## src/rtl/adder_pkg.sv

```systemverilog
// Shared definitions for the serial adder/accumulator: default sizes,
// accumulator width rule and the two-state controller encoding.
package adder_pkg;

  localparam int WIDTH_DEF = 7;
  localparam int NOPS_DEF  = 10;

  // Accumulator is wide enough that NOPS full-scale operands plus a carry-in
  // can never wrap.
  function automatic int acc_width(input int width, input int nops);
    return width + $clog2(nops) + 1;
  endfunction

  localparam int ACC_W = WIDTH_DEF + $clog2(NOPS_DEF) + 1;

  typedef enum logic {
    ACCUM  = 1'b0,
    RESULT = 1'b1
  } state_t;

endpackage

```

## src/rtl/serial_adder_acc.sv

```systemverilog
// Serial adder/accumulator: sums NOPS unsigned operand beats plus a carry-in
// taken on the first beat, then presents the WIDTH-bit sum and carry-out
// through a valid/ready result port.
// Optional feature: define ADDER_ACC_SAT_EN to clamp the sum to all-ones on
// overflow (co behaves the same in both builds).
module serial_adder_acc
  import adder_pkg::*;
#(
  parameter int WIDTH = WIDTH_DEF,
  parameter int NOPS  = NOPS_DEF
) (
  input  logic             clk,
  input  logic             reset,
  input  logic             in_valid,
  output logic             in_ready,
  input  logic [WIDTH-1:0] in_data,
  input  logic             in_ci,
  output logic             out_valid,
  input  logic             out_ready,
  output logic [WIDTH-1:0] s,
  output logic             co
);

  localparam int AW    = acc_width(WIDTH, NOPS);
  localparam int CNT_W = 4;

`ifdef ADDER_ACC_SAT_EN
  localparam bit SAT_EN = 1'b1;
`else
  localparam bit SAT_EN = 1'b0;
`endif

  state_t             state_q, state_d;
  logic [AW-1:0]      acc_q;
  logic [AW-1:0]      acc_sum;
  logic [CNT_W-1:0]   cnt_q;
  logic [WIDTH-1:0]   s_q;
  logic               co_q;
  logic               beat;
  logic               last_beat;
  logic               xfer;
  logic               ovf;

  // Clamp to all-ones on overflow when saturation is built in, else wrap.
  function automatic logic [WIDTH-1:0] sat_sum(input logic [WIDTH-1:0] lo,
                                               input logic             over);
    return (SAT_EN && over) ? {WIDTH{1'b1}} : lo;
  endfunction

  // Handshake decode and the running sum for the beat being offered.
  always_comb begin
    beat      = in_valid && (state_q == ACCUM);
    last_beat = beat && (cnt_q == CNT_W'(NOPS - 1));
    xfer      = out_ready && (state_q == RESULT);
    if (cnt_q == '0) begin
      acc_sum = AW'(in_data) + AW'(in_ci);
    end else begin
      acc_sum = acc_q + AW'(in_data);
    end
    ovf = |acc_sum[AW-1:WIDTH];
  end

  // State register.
  always_ff @(posedge clk) begin
    if (reset) begin
      state_q <= ACCUM;
    end else begin
      state_q <= state_d;
    end
  end

  // Next-state and handshake outputs.
  always_comb begin
    state_d   = state_q;
    in_ready  = 1'b0;
    out_valid = 1'b0;
    case (state_q)
      ACCUM: begin
        in_ready = 1'b1;
        if (last_beat) state_d = RESULT;
      end
      RESULT: begin
        out_valid = 1'b1;
        if (out_ready) state_d = ACCUM;
      end
      default: state_d = ACCUM;
    endcase
  end

  // Accumulator, beat counter and registered result.
  always_ff @(posedge clk) begin
    if (reset) begin
      acc_q <= '0;
      cnt_q <= '0;
      s_q   <= '0;
      co_q  <= 1'b0;
    end else if (xfer) begin
      acc_q <= '0;
      cnt_q <= '0;
    end else if (beat) begin
      acc_q <= acc_sum;
      cnt_q <= cnt_q + CNT_W'(1);
      if (last_beat) begin
        s_q  <= sat_sum(acc_sum[WIDTH-1:0], ovf);
        co_q <= ovf;
      end
    end
  end

  assign s  = s_q;
  assign co = co_q;

endmodule

```

## config.mk

```make
export PLATFORM = sky130hd
export DESIGN_NAME = serial_adder_acc
export DESIGN_NICKNAME = d
export VERILOG_FILES = /design/src/rtl/adder_pkg.sv /design/src/rtl/serial_adder_acc.sv
export SDC_FILE = /design/constraint.sdc
export NUM_CORES = 1
export LEC_CHECK = 0
export BUFFER_PORTS_ARGS = -buffer_cell sky130_fd_sc_hd__buf_4
export CAP_MARGIN = 25
export CELL_PAD_IN_SITES_DETAIL_PLACEMENT = 1
export CELL_PAD_IN_SITES_GLOBAL_PLACEMENT = 1
export CORE_MARGIN = 8
export CORE_UTILIZATION = 25
export DETAILED_ROUTE_END_ITERATION = 8
export GPL_ROUTABILITY_DRIVEN = 0
export PLACE_DENSITY = 0.49
export SYNTH_ARGS = -nofsm -noshare
export SYNTH_HDL_FRONTEND = slang
export SYNTH_SLANG_ARGS = --single-unit
```

## constraint.sdc

```tcl
create_clock -name clk -period 2.84 [get_ports clk]
set_clock_uncertainty 0.1 [all_clocks]
set_input_delay 0.284 -clock clk [delete_from_list [all_inputs] [get_ports clk]]
set_output_delay 0.284 -clock clk [all_outputs]
set_load 0.01 [all_outputs]
```

==> results, run 1 <==
- In this run the power density over the cells is around 430 nW/um^2.
- The total clock buffers created by CTS is 3.
- The tool flagged a number of max-cap violations equal to 0.
- The share of the synthesized area in the top cell type is between 30% and 40%.
- The aggregate negative setup slack is 0 ns.
- Counting every instance in the synthesized netlist gives around 190.
- Setup repair after global routing left no endpoint under its margin.
- For this block, the initial DRC count from the detailed router was 29.
- The path category of the worst min-delay check is in2reg.
- The count of antenna diodes in the layout is 0.
- The die outline width is 96.7 um.
- The first global-routing pass estimated 7.64 mm of wire.
- The netlist area before placement is between 1500 and 2000 um^2.
- The post-placement worst setup slack is roughly 0.38 ns.
- The startpoint of the lowest-slack register-to-register path is acc_q[0].
- The number of iterations in the first detailed-routing pass is 4.
- The placed wire-length estimate is approximately 3.5 mm.
- The maximum clock path buffer count is 2.
- In this run the tightest slew margin relative to its limit is 57.0%.
- The effective utilization at floorplan is about a quarter.
- The leading area contributor after synthesis is sky130_fd_sc_hd__dfxtp_1.
- The hold violation total from the final report was 0.
- The critical path goes through ha_1, fa_1, a211oi_1, nor2_1, o311a_1, o32ai_1, a311oi_1.
- In this run the static leakage power is 0.757 nW.
- The number of register bits inferred by synthesis is 25.
- The overflow left after global routing is 0.
- The minimum clock period is approximately 2.4 ns.
- On the critical path, the stage with the largest delay is an instance of sky130_fd_sc_hd__fa_1.
- The number of antenna violations at the first check in global routing was 0.
- Counting flops with an async set or reset pin after synthesis yields a share of 0%.
- The total power is 0.812 mW.
- The synthesized netlist net count is about 210.
- In the synthesized netlist the dominant register cell turns out to be sky130_fd_sc_hd__dfxtp_1.
- The number of distinct standard cells referenced by the synthesized netlist is 45.
- The final antenna-violating net count is 0.
- The port buffer count is 21.
- After floorplanning, the core was sized to cover around 6300 um^2.
- The count of final max-slew check failures is 0.
- The class of the most critical setup path is reg2reg.
- The floorplan step defined a die boundary enclosing ~9400 um^2.
- The number of global-route vias before repair came to 1489.
- In this run the core area contains 29 standard-cell rows.
- The clock network latency to the later pin of the worst-skew pair is about 0.28 ns.
- By instance count, the leading cell after synthesis is sky130_fd_sc_hd__dfxtp_1.
- The maximum fanout along the worst path is 4.
- The TritonCTS clock tree is done.
- The global-route usage over all layers is between 9 and 10%.
- For this run, design rule violations remaining after detail routing come to 0.
- The routed wire length is 4.66 mm.
- The worst hold path begins at reset.
- The post-CTS resize count is 0.
- The vertical extent of the die is a little under 100 um.
- The cell sitting at the root of the clock tree is a sky130_fd_sc_hd__clkbuf_8.
- The worst path uses 83.4% of the clock period.
- In this run the worst setup path begins at acc_q[0].
- The mean instance size in the synthesized netlist is around 8.7 um^2.
- Cells fill between 20 and 30% of the core in the end.
- After clock tree synthesis, the clock-pin slew on the worst setup and hold paths is 0.10 ns.
- Counting instances in the post-synthesis netlist gives the leading cell types as sky130_fd_sc_hd__dfxtp_1, sky130_fd_sc_hd__nor2_1, sky130_fd_sc_hd__nand2_1.
- For this design, the sink count on the clock tree is 25.
- Across all setup checks in the final design, the least slack found is approximately 0.47 ns.
- The worst vdd rail ir drop is 0.199 mV.
- Of the cells placed in the final design, the portion with a size suffix greater than 1 is 19.6%.
- Static timing analysis puts the maximum clock frequency at approximately 420 MHz.
- Summing the sequential cell areas from Yosys gives between 30% and 40% of the chip area.
- The H-tree depth is 1.
- STA classifies the critical path endpoint as a flip-flop.
- In this design, the stage delay of the slowest critical-path cell is about 0.45 ns.
- The critical path contains buffers and inverters numbering 0 combined.
- The routed layout has about 1400 vias.
- The net total in the final layout is between 200 and 250.
- The I/O pin count is 22.
- The hold-fix buffer count after cts is 0.
- The maximum number of pins on one net before global-route repair is 20.
- The total of endpoints with negative setup slack in the final report is 0.
- For the pin with the worst max-slew slack, the measured transition is around 0.64 ns.
- The count of flip-flops with a built-in enable after synthesis is 0.
- The cell family contributing the most delay on the critical path is compound AO/OA/AOI/OAI gates.
- Ranked by total cell area, the synthesized netlist is headed by sky130_fd_sc_hd__dfxtp_1, sky130_fd_sc_hd__ha_1, sky130_fd_sc_hd__a211oi_1, sky130_fd_sc_hd__nor2_1, sky130_fd_sc_hd__xnor2_1.
- After detailed routing, the average wire length per cell comes to 16.6 um.
- Dividing the detail-routed via count by the number of cells gives about 5.
- Data on the critical path is required at its endpoint by a little under 3 ns.
- The synthesis warning total is 0.
- The area added between synthesis and finish is 15.6%.
- Data arrives at the worst endpoint at between 2 and 2.5 ns.
- The flow ran to the end, and the final reports show no timing, DRC or antenna violations.
- After filler insertion, the fill cell instance count of the layout stands at roughly 780.
- The post-CTS setup repair buffer count is 0.
- The category of the worst setup path launch point is a flip-flop.
## cell families (layout without fill, tap and decap cells)
kind of cell               Yosys count  in the layout  synth area share [%]
and+or+nand+nor                     68             68                  21.7
AOI/OAI and AO/OA                   49             49                  22.1
DFF                                 25             25                  30.7
xor gates and xnor gates            14             14                  7.53
adders and majority gates           13             13                  10.4
buffers and inverters               13             30                  4.45
muxes                                5              5                  3.07
## power by group
group | internal, mW | switching, mW | leakage (nW)
registers | 0.362 | 0.00991 | 0.203
logic | 0.0831 | 0.123 | 0.527
clock network | 0.103 | 0.131 | 0.0261
## through the flow
stage | std cells | hold WS [ns] | instance area [um^2]
after floorplan | 187 | 0.340 | 1630
after global placement | 277 | 0.376 | 1830
after detailed placement | 277 | 0.388 | 1830
after CTS | 281 | 0.162 | 1880
after global routing | 281 | 0.165 | 1880
final | 281 | 0.172 | 1880
## per-layer routing
layer	GRT usage [%]	up-vias	part of all wire, %
met3	2.20	2	2.4
met5	0	-	0
met2	18.8	17	53
met1	10.9	666	44
met4	1.78	0	0.52
li1	-	719	-
## worst paths after layout
path	endpoint	slack, ns	depth (start not counted)
worst max-delay path	co	0.47	7
worst min-delay path	s[3]	0.17	2
worst max register to register	co	0.47	7
worst min register to register	acc_q[2]	0.39	2
## worst register-to-register path: cells and delay by family, from the launching register on
| kind | cells | cell delay, ns |
|---|---|---|
| AO/OA/AOI/OAI | 4 | 1.04 |
| adder cells (fa/ha/maj) | 2 | 0.66 |
| flip-flops | 1 | 0.32 |
| AND/OR/NAND/NOR | 1 | 0.14 |
## cell usage in the layout, fill, tap and decap left out, types with 7 or more instances in the layout
| master | n |
|---|---|
| sky130_fd_sc_hd__xor2_1 | 7 |
| sky130_fd_sc_hd__a21oi_1 | 9 |
| sky130_fd_sc_hd__nand3_1 | 7 |
| sky130_fd_sc_hd__a211oi_1 | 15 |
| sky130_fd_sc_hd__nor2_1 | 22 |
| sky130_fd_sc_hd__ha_1 | 12 |
| sky130_fd_sc_hd__xnor2_1 | 7 |
| sky130_fd_sc_hd__dfxtp_1 | 25 |
| sky130_fd_sc_hd__nand2_1 | 16 |
| sky130_fd_sc_hd__buf_4 | 22 |
## cell type report
type	instances	area [um^2]	share of cell area, %
multi-input cells	149	1060	56.1
well taps	77	96.3	5.12
clock buffers	3	41.3	2.19
repair buffers	22	165	8.77
flip-flops and latches	25	500	26.6
clock inverters	1	8.76	0.465
inverters	4	15.0	0.797
## state kept, by name (all words and copies together), names as in the netlist
signal / cells
co: 1
cnt_q: 4
acc_q: 12
s: 7
state_q: 1
No activity file was read; power rests on OpenSTA's default activity.
==> inputs of run 2 (changes only) <==
- PLACE_DENSITY: 0.49 -> 0.5
- clock period: 2.84 -> 1.9 ns (I/O delays scaled with it)
==> run 2 against run 1 <==
Compared with the run above:
- the flow now finishes with violations (negative setup slack)
- worst hold slack got worse by 0.092 ns
- critical path depth did not move
- via count rose by 10%
- die area did not move
- non-clock buffer count rose by 29
- sequential cell count did not move
- fmax rose by 10%
- sequential power rose by 52%
- clock-buffer cell count did not move
- critical path type unchanged
- critical endpoint unchanged
==> results, run 2 (synthesized netlist as in run 1, its figures left out) <==
- The vertical extent of the die came to 96.7 um (unchanged).
- The number of global-route vias before repair is 1644 (was 1489).
- The maximum fanout along the worst path came to 4 (unchanged).
- The final-layout fill cell count came to 753 (was 778).
- The endpoint class of the critical path is a flip-flop (unchanged).
- The reported max-cap violation count is 0 (unchanged).
- The peak per-stage delay on the critical path is 0.40 ns (was 0.45 ns).
- Commonest cells after routing, fill and taps aside: sky130_fd_sc_hd__buf_4, sky130_fd_sc_hd__nor2_1, sky130_fd_sc_hd__dfxtp_1 (was sky130_fd_sc_hd__dfxtp_1, sky130_fd_sc_hd__nor2_1, sky130_fd_sc_hd__buf_4).
- The final antenna-violating net count is 0 (unchanged).
- The cell area power density is 595 nW/um^2 (was 431 nW/um^2).
- The net total in the final layout is 260 (was 230).
- The total clock buffers created by CTS was 3 (unchanged).
- The global-route usage over all layers is 11.0% (was 9.89%).
- The arrival time at the worst endpoint is 2.21 ns (was 2.43 ns).
- The H-tree depth is 1 (unchanged).
- The area added between synthesis and finish is 43.8% (was 15.6%).
- The count of standard-cell rows is 29 (unchanged).
- The effective utilization at floorplan came to 25.8% (unchanged).
- The share of the clock period used by the worst path after layout was 113% (was 83.4%).
- The share of cells above drive strength 1 is 42.3% (was 19.6%).
- The die outline width is 96.7 um (unchanged).
- The maximum number of pins on one net before global-route repair is 19 (was 20).
- The area used by sequential logic in the layout is 512 um^2 (was 500 um^2).
- The number of buffers and inverters on the critical path is 0 (unchanged).
- The static leakage power is 0.920 nW (was 0.757 nW).
- The kind of cell with the highest combined delay on the critical path was compound AO/OA/AOI/OAI gates (unchanged).
- The number of iterations in the first detailed-routing pass came to 4 (unchanged).
- The maximum operating frequency is 464 MHz (was 422 MHz).
- The worst vdd rail ir drop came to 0.305 mV (was 0.199 mV).
- The flip-flop count of the largest register, all copies and words added is 12 (unchanged).
- The class of the most critical setup path is reg2reg (unchanged).
- The clock network latency to the later pin of the worst-skew pair is 0.28 ns (about the same).
- The remaining design rule violation count came to 0 (unchanged).
- The I/O pin count is 22 (unchanged).
- The category of the worst setup path launch point is a flip-flop (unchanged).
- The register with the most flip-flops is acc_q (unchanged).
- The most common library cell in the layout ignoring fill and taps was sky130_fd_sc_hd__buf_4 (was sky130_fd_sc_hd__dfxtp_1).
- Result of the run: finished with violations (was complete, no violations).
- The post-detailed-placement cell area was 2010 um^2 (was 1830 um^2).
- The hold-fix buffer count after cts was 0 (unchanged).
- The final reports fail on negative setup slack.
- The endpoint required time on the critical path was 1.96 ns (was 2.90 ns).
- The TritonCTS clock tree is done (unchanged).
- The number of DRC markers after the initial detailed-route iteration is 37 (was 29).
- The clock transition at the register clock pins on the worst setup and hold paths after CTS was 0.09 ns (was 0.10 ns).
- The placed wire-length estimate was 3.92 mm (was 3.52 mm).
- The total of endpoints with negative setup slack in the final report is 8 (was 0).
- The overflow left after global routing is 0 (unchanged).
- The number of antenna violations at the first check in global routing is 0 (unchanged).
- The hold violation total from the final report came to 0 (unchanged).
- The combined area of the multi-input logic cells came to 1270 um^2 (was 1060 um^2).
- The average routed wire per standard cell is 17.0 um (was 16.6 um).
- The maximum clock path buffer count is 2 (unchanged).
- The mean number of vias per cell is 4.97 (was 5.00).
- The wire length of the first global-routing pass is 8.54 mm (was 7.64 mm).
- The cell area after layout is 2340 um^2 (was 1880 um^2).
- The master cell of the clock root buffer is sky130_fd_sc_hd__clkbuf_8 (unchanged).
- The path category of the worst min-delay check is in2reg (unchanged).
- The relative slew slack is 57.9% (was 57.0%).
- The core box area was 6310 um^2 (unchanged).
- Cell breakdown of the critical path: ha_4, fa_2, a211oi_2, nor2_2, o311a_1, o32ai_2, a311oi_1 (was ha_1, fa_1, a211oi_1, nor2_1, o311a_1, o32ai_1, a311oi_1).
- The sink count of the clock tree is 25 (unchanged).
- The total die area is 9360 um^2 (unchanged).
- The via count is 1546 (was 1404).
- The count of final max-slew check failures is 0 (unchanged).
- The routed wire length is 5.28 mm (was 4.66 mm).
- Setup repair after global routing missed its margin: yes (was no).
- The aggregate negative setup slack is -1.10 ns (was 0 ns).
- The slowest library cell on the worst path is sky130_fd_sc_hd__o311a_1 (was sky130_fd_sc_hd__fa_1).
- The minimum clock period is 2.15 ns (was 2.37 ns).
- The final critical-path setup slack is -0.254 ns (was 0.471 ns).
- The transition time at the pin with the least slew margin is 0.631 ns (was 0.643 ns).
- The count of antenna diodes in the layout was 0 (unchanged).
- The port buffer count is 21 (unchanged).
- The setup slack on the worst flop-to-flop path is -0.25 ns (was 0.47 ns).
[run 2: worst reg2reg max path, delay by kind of cell, from the launching register on]
kind / cells / cell delay, ns
compound gates: 4 / 0.97
fa+ha+maj: 2 / 0.54
flops: 1 / 0.34
simple gates: 1 / 0.09
[run 2: through the flow]
stage	utilization, %	hold slack [ns]	instances	setup slack (ns)	power, mW
after CTS	33.9	0.0742	302	-0.235	1.32
after floorplan	-	0.273	187	-0.142	0.798
final	37.1	0.0794	311	-0.254	1.39
after detailed placement	31.9	0.378	298	-0.327	0.942
after global placement	31.9	0.368	298	-0.247	0.934
after global routing	37.1	0.0809	311	-0.363	1.47
[run 2: path summary, 6_finish.rpt]
check | end | depth (start not counted) | startpoint
setup reg to reg | co | 7 | acc_q[0]
hold / removal | s[4] | 2 | reset
hold reg to reg | acc_q[2] | 2 | acc_q[2]
setup / recovery | co | 7 | acc_q[0]
[run 2: per-layer routing]
metal  track usage [%]  routed length [um]  up-vias
met4              2.60                  80        0
met3              2.13                 113        9
met2              20.8                2850       21
met1              12.0                2240      741
li1                  -                   -      775
met5                 0                   0        -
[run 2: power by group]
part | switching (mW) | internal [mW]
Sequential | 0.0210 | 0.543
Clock | 0.187 | 0.147
Combinational | 0.250 | 0.246
Total | 0.458 | 0.936
[run 2: area by class of cell]
class	count	share of cell area [%]
clock inverters	1	0.214
multi-input cells	150	54.2
repair buffers	51	17.2
inverters	4	0.641
well taps	77	4.11
flip-flops and latches	25	21.8
clock buffers	3	1.76
[run 2: timing repair]
action	4_1_cts	5_1_grt
resized for setup	15	24
gates cloned	0	1
pin swaps	11	18
setup buffers	3	10
endpoints found under the setup margin	12	13
==> inputs of run 3 (changes only) <==
- PLACE_DENSITY: 0.5 -> 0.49
- clock period: 1.9 -> 2.16 ns (I/O delays scaled with it)
==> run 3 against run 2 <==
Compared with the run above:
- the run still ends with negative setup slack left
- sequential cell count did not move
- die area did not move
- fmax fell by 0.34%
- sequential power fell by 13%
- first-iteration DRC count fell by 35%
- via count fell by 2.5%
- design area fell by 13%
- critical path depth did not move
- core utilization fell by 4.9 points
- global-route usage fell by 0.81 points
- wire length fell by 7.1%
- largest cell class unchanged
==> results, run 3 (synthesized netlist as in run 1, its figures left out) <==
- Result of the run: finished with violations (unchanged).
- Failing checks: negative setup slack (unchanged).
- The setup slack on the worst flop-to-flop path is -0.001 ns (was -0.25 ns).
- The total of endpoints with negative setup slack in the final report was 1 (was 8).
- The share of the clock period used by the worst path after layout is 100% (was 113%).
- The endpoint with the worst hold slack is s[6] (was s[4]).
- The routing usage on met3 is 2.35% (was 2.13%).
- Commonest cells after routing, fill and taps aside: sky130_fd_sc_hd__buf_4, sky130_fd_sc_hd__dfxtp_1, sky130_fd_sc_hd__nor2_1 (was sky130_fd_sc_hd__buf_4, sky130_fd_sc_hd__nor2_1, sky130_fd_sc_hd__dfxtp_1).
- The post-detailed-placement cell area is 1910 um^2 (was 2010 um^2).
- The most common library cell in the layout ignoring fill and taps is sky130_fd_sc_hd__buf_4 (unchanged).
- The via count is 1508 (was 1546).
- The transition time at the pin with the least slew margin is 0.627 ns (was 0.631 ns).
- The clock transition at the register clock pins on the worst setup and hold paths after CTS came to 0.09 ns (about the same).
- The count of antenna diodes in the layout came to 0 (unchanged).
- The worst vdd rail ir drop is 0.225 mV (was 0.305 mV).
- The startpoint of the lowest-slack register-to-register path is acc_q[0] (unchanged).
- The clock network latency to the later pin of the worst-skew pair was 0.27 ns (was 0.28 ns).
- Setup repair after global routing missed its margin: yes (unchanged).
- The average routed wire per standard cell is 16.9 um (was 17.0 um).
- The cell depth of the worst hold path was 2 (unchanged).
- The endpoint required time on the critical path was 2.20 ns (was 1.96 ns).
- The maximum clock path buffer count came to 2 (unchanged).
- The path depth of the worst reg2reg path is 7 (unchanged).
- The met1 usage is 11.3% (was 12.0%).
- The total power is 1.11 mW (was 1.39 mW).
- The count of final max-slew check failures is 0 (unchanged).
- The overflow left after global routing was 0 (unchanged).
- The area added between synthesis and finish was 24.9% (was 43.8%).
- The critical hold path startpoint is reset (unchanged).
- The layer with the highest usage is met2 (unchanged).
- The cell area after layout is 2030 um^2 (was 2340 um^2).
- The total clock buffers created by CTS came to 3 (unchanged).
- The number of antenna violations at the first check in global routing is 0 (unchanged).
- The cell area power density is 543 nW/um^2 (was 595 nW/um^2).
- The combined area of the multi-input logic cells is 1140 um^2 (was 1270 um^2).
- The count of standard-cell rows is 29 (unchanged).
- The final antenna-violating net count is 0 (unchanged).
- The relative slew slack was 58.2% (was 57.9%).
- The number of DRC markers after the initial detailed-route iteration is 24 (was 37).
- The port buffer count came to 21 (unchanged).
- The category of the worst setup path launch point is a flip-flop (unchanged).
- The global-route usage over all layers is 10.1% (was 11.0%).
- The TritonCTS clock tree is done (unchanged).
- The die outline width came to 96.7 um (unchanged).
- The final critical-path setup slack was -0.00121 ns (was -0.254 ns).
- The routed wire length was 4.91 mm (was 5.28 mm).
- The final-layout fill cell count is 758 (was 753).
- The placed wire-length estimate is 3.68 mm (was 3.92 mm).
- The arrival time at the worst endpoint came to 2.20 ns (was 2.21 ns).
- The static leakage power is 0.801 nW (was 0.920 nW).
- The met2 track demand over resource in global routing is 19.2% (was 20.8%).
- The I/O pin count is 22 (unchanged).
- The remaining design rule violation count is 0 (unchanged).
- The vertical extent of the die is 96.7 um (unchanged).
- The endpoint of the lowest-slack register-to-register path is acc_q[6] (was co).
- The number of global-route vias before repair was 1597 (was 1644).
- The register with the most flip-flops is acc_q (unchanged).
- The mean number of vias per cell was 5.18 (was 4.97).
- The class of the most critical setup path is reg2reg (unchanged).
- The sink count of the clock tree came to 25 (unchanged).
- The maximum operating frequency is 463 MHz (was 464 MHz).
- The master cell of the clock root buffer is sky130_fd_sc_hd__clkbuf_8 (unchanged).
- The flip-flop count of the largest register, all copies and words added is 12 (unchanged).
- The maximum fanout along the worst path is 3 (was 4).
- The path category of the worst min-delay check is in2reg (unchanged).
- The effective utilization at floorplan is 25.8% (unchanged).
- The reported max-cap violation count is 0 (unchanged).
- The number of iterations in the first detailed-routing pass is 3 (was 4).
- The wire length of the first global-routing pass is 8.05 mm (was 8.54 mm).
- The share of cells above drive strength 1 is 28.5% (was 42.3%).
- The area used by sequential logic in the layout is 502 um^2 (was 512 um^2).
- The maximum number of pins on one net before global-route repair came to 19 (unchanged).
- The H-tree depth is 1 (unchanged).
- The core box area was 6310 um^2 (unchanged).
- The endpoint class of the critical path is a flip-flop (unchanged).
- The hold violation total from the final report came to 0 (unchanged).
- The total die area came to 9360 um^2 (unchanged).
- The net total in the final layout is 240 (was 260).
- The minimum clock period was 2.16 ns (was 2.15 ns).
-- run 3: repair_timing --
item	CTS	global route
cloned	0	0
setup endpoints to repair	5	8
setup buffers	0	0
hold buffers	0	0
hold endpoints to repair	0	0
resized for setup	7	9
pin swaps	2	6
-- run 3: cell type report --
cell class,instances,share of cell area (%)
Sequential cell,25,24.7
Multi-Input combinational cell,149,55.8
Timing Repair Buffer,32,11.8
Tap cell,77,4.74
Inverter,4,0.738
Clock buffer,4,2.21
-- run 3: critical path, cell delays in order, from the launching register on --
cell,delay [ns]
sky130_fd_sc_hd__dfxtp_2,0.35
sky130_fd_sc_hd__ha_4,0.16
sky130_fd_sc_hd__fa_2,0.38
sky130_fd_sc_hd__a21o_4,0.25
sky130_fd_sc_hd__a2111oi_4,0.30
sky130_fd_sc_hd__xnor2_1,0.13
sky130_fd_sc_hd__mux2i_2,0.25
sky130_fd_sc_hd__a211oi_1,0.11
-- run 3: metal layers --
metal,vias to the layer above,part of all wire (%)
met5,-,0
li1,735,-
met4,0,1.3
met3,6,2.1
met2,19,53
met1,748,43
-- run 3: worst max path at each step --
| stage | from | to | slack [ns] | cells after the start |
|---|---|---|---|---|
| after global routing | acc_q[0] | acc_q[6] | -0.08 | 7 |
| after detailed placement | in_data[0] | co | -0.17 | 8 |
| after floorplan | acc_q[0] | co | 0.01 | 7 |
| after CTS | acc_q[0] | co | -0.004 | 7 |
| after global placement | in_data[0] | co | -0.14 | 8 |
| final | acc_q[0] | acc_q[6] | -0.001 | 7 |
-- run 3: per-stage QoR --
stage	hold WS, ns	setup slack (ns)	setup TNS [ns]	std cells	util [%]
after global routing	0.105	-0.0804	-0.163	291	32.2
after CTS	0.0928	-0.00395	-0.00395	291	31.5
after detailed placement	0.386	-0.165	-0.630	287	30.2
final	0.0946	-0.00121	-0.00121	291	32.2
after global placement	0.380	-0.145	-0.419	287	30.2
after floorplan	0.299	0.0143	0	187	-
-- run 3: report_power, final --
| group | internal (mW) | switching [mW] | total, mW | leakage (nW) |
|---|---|---|---|---|
| logic | 0.142 | 0.181 | 0.323 | 0.574 |
| clock network | 0.132 | 0.159 | 0.291 | 0.0228 |
| registers | 0.477 | 0.0149 | 0.492 | 0.204 |
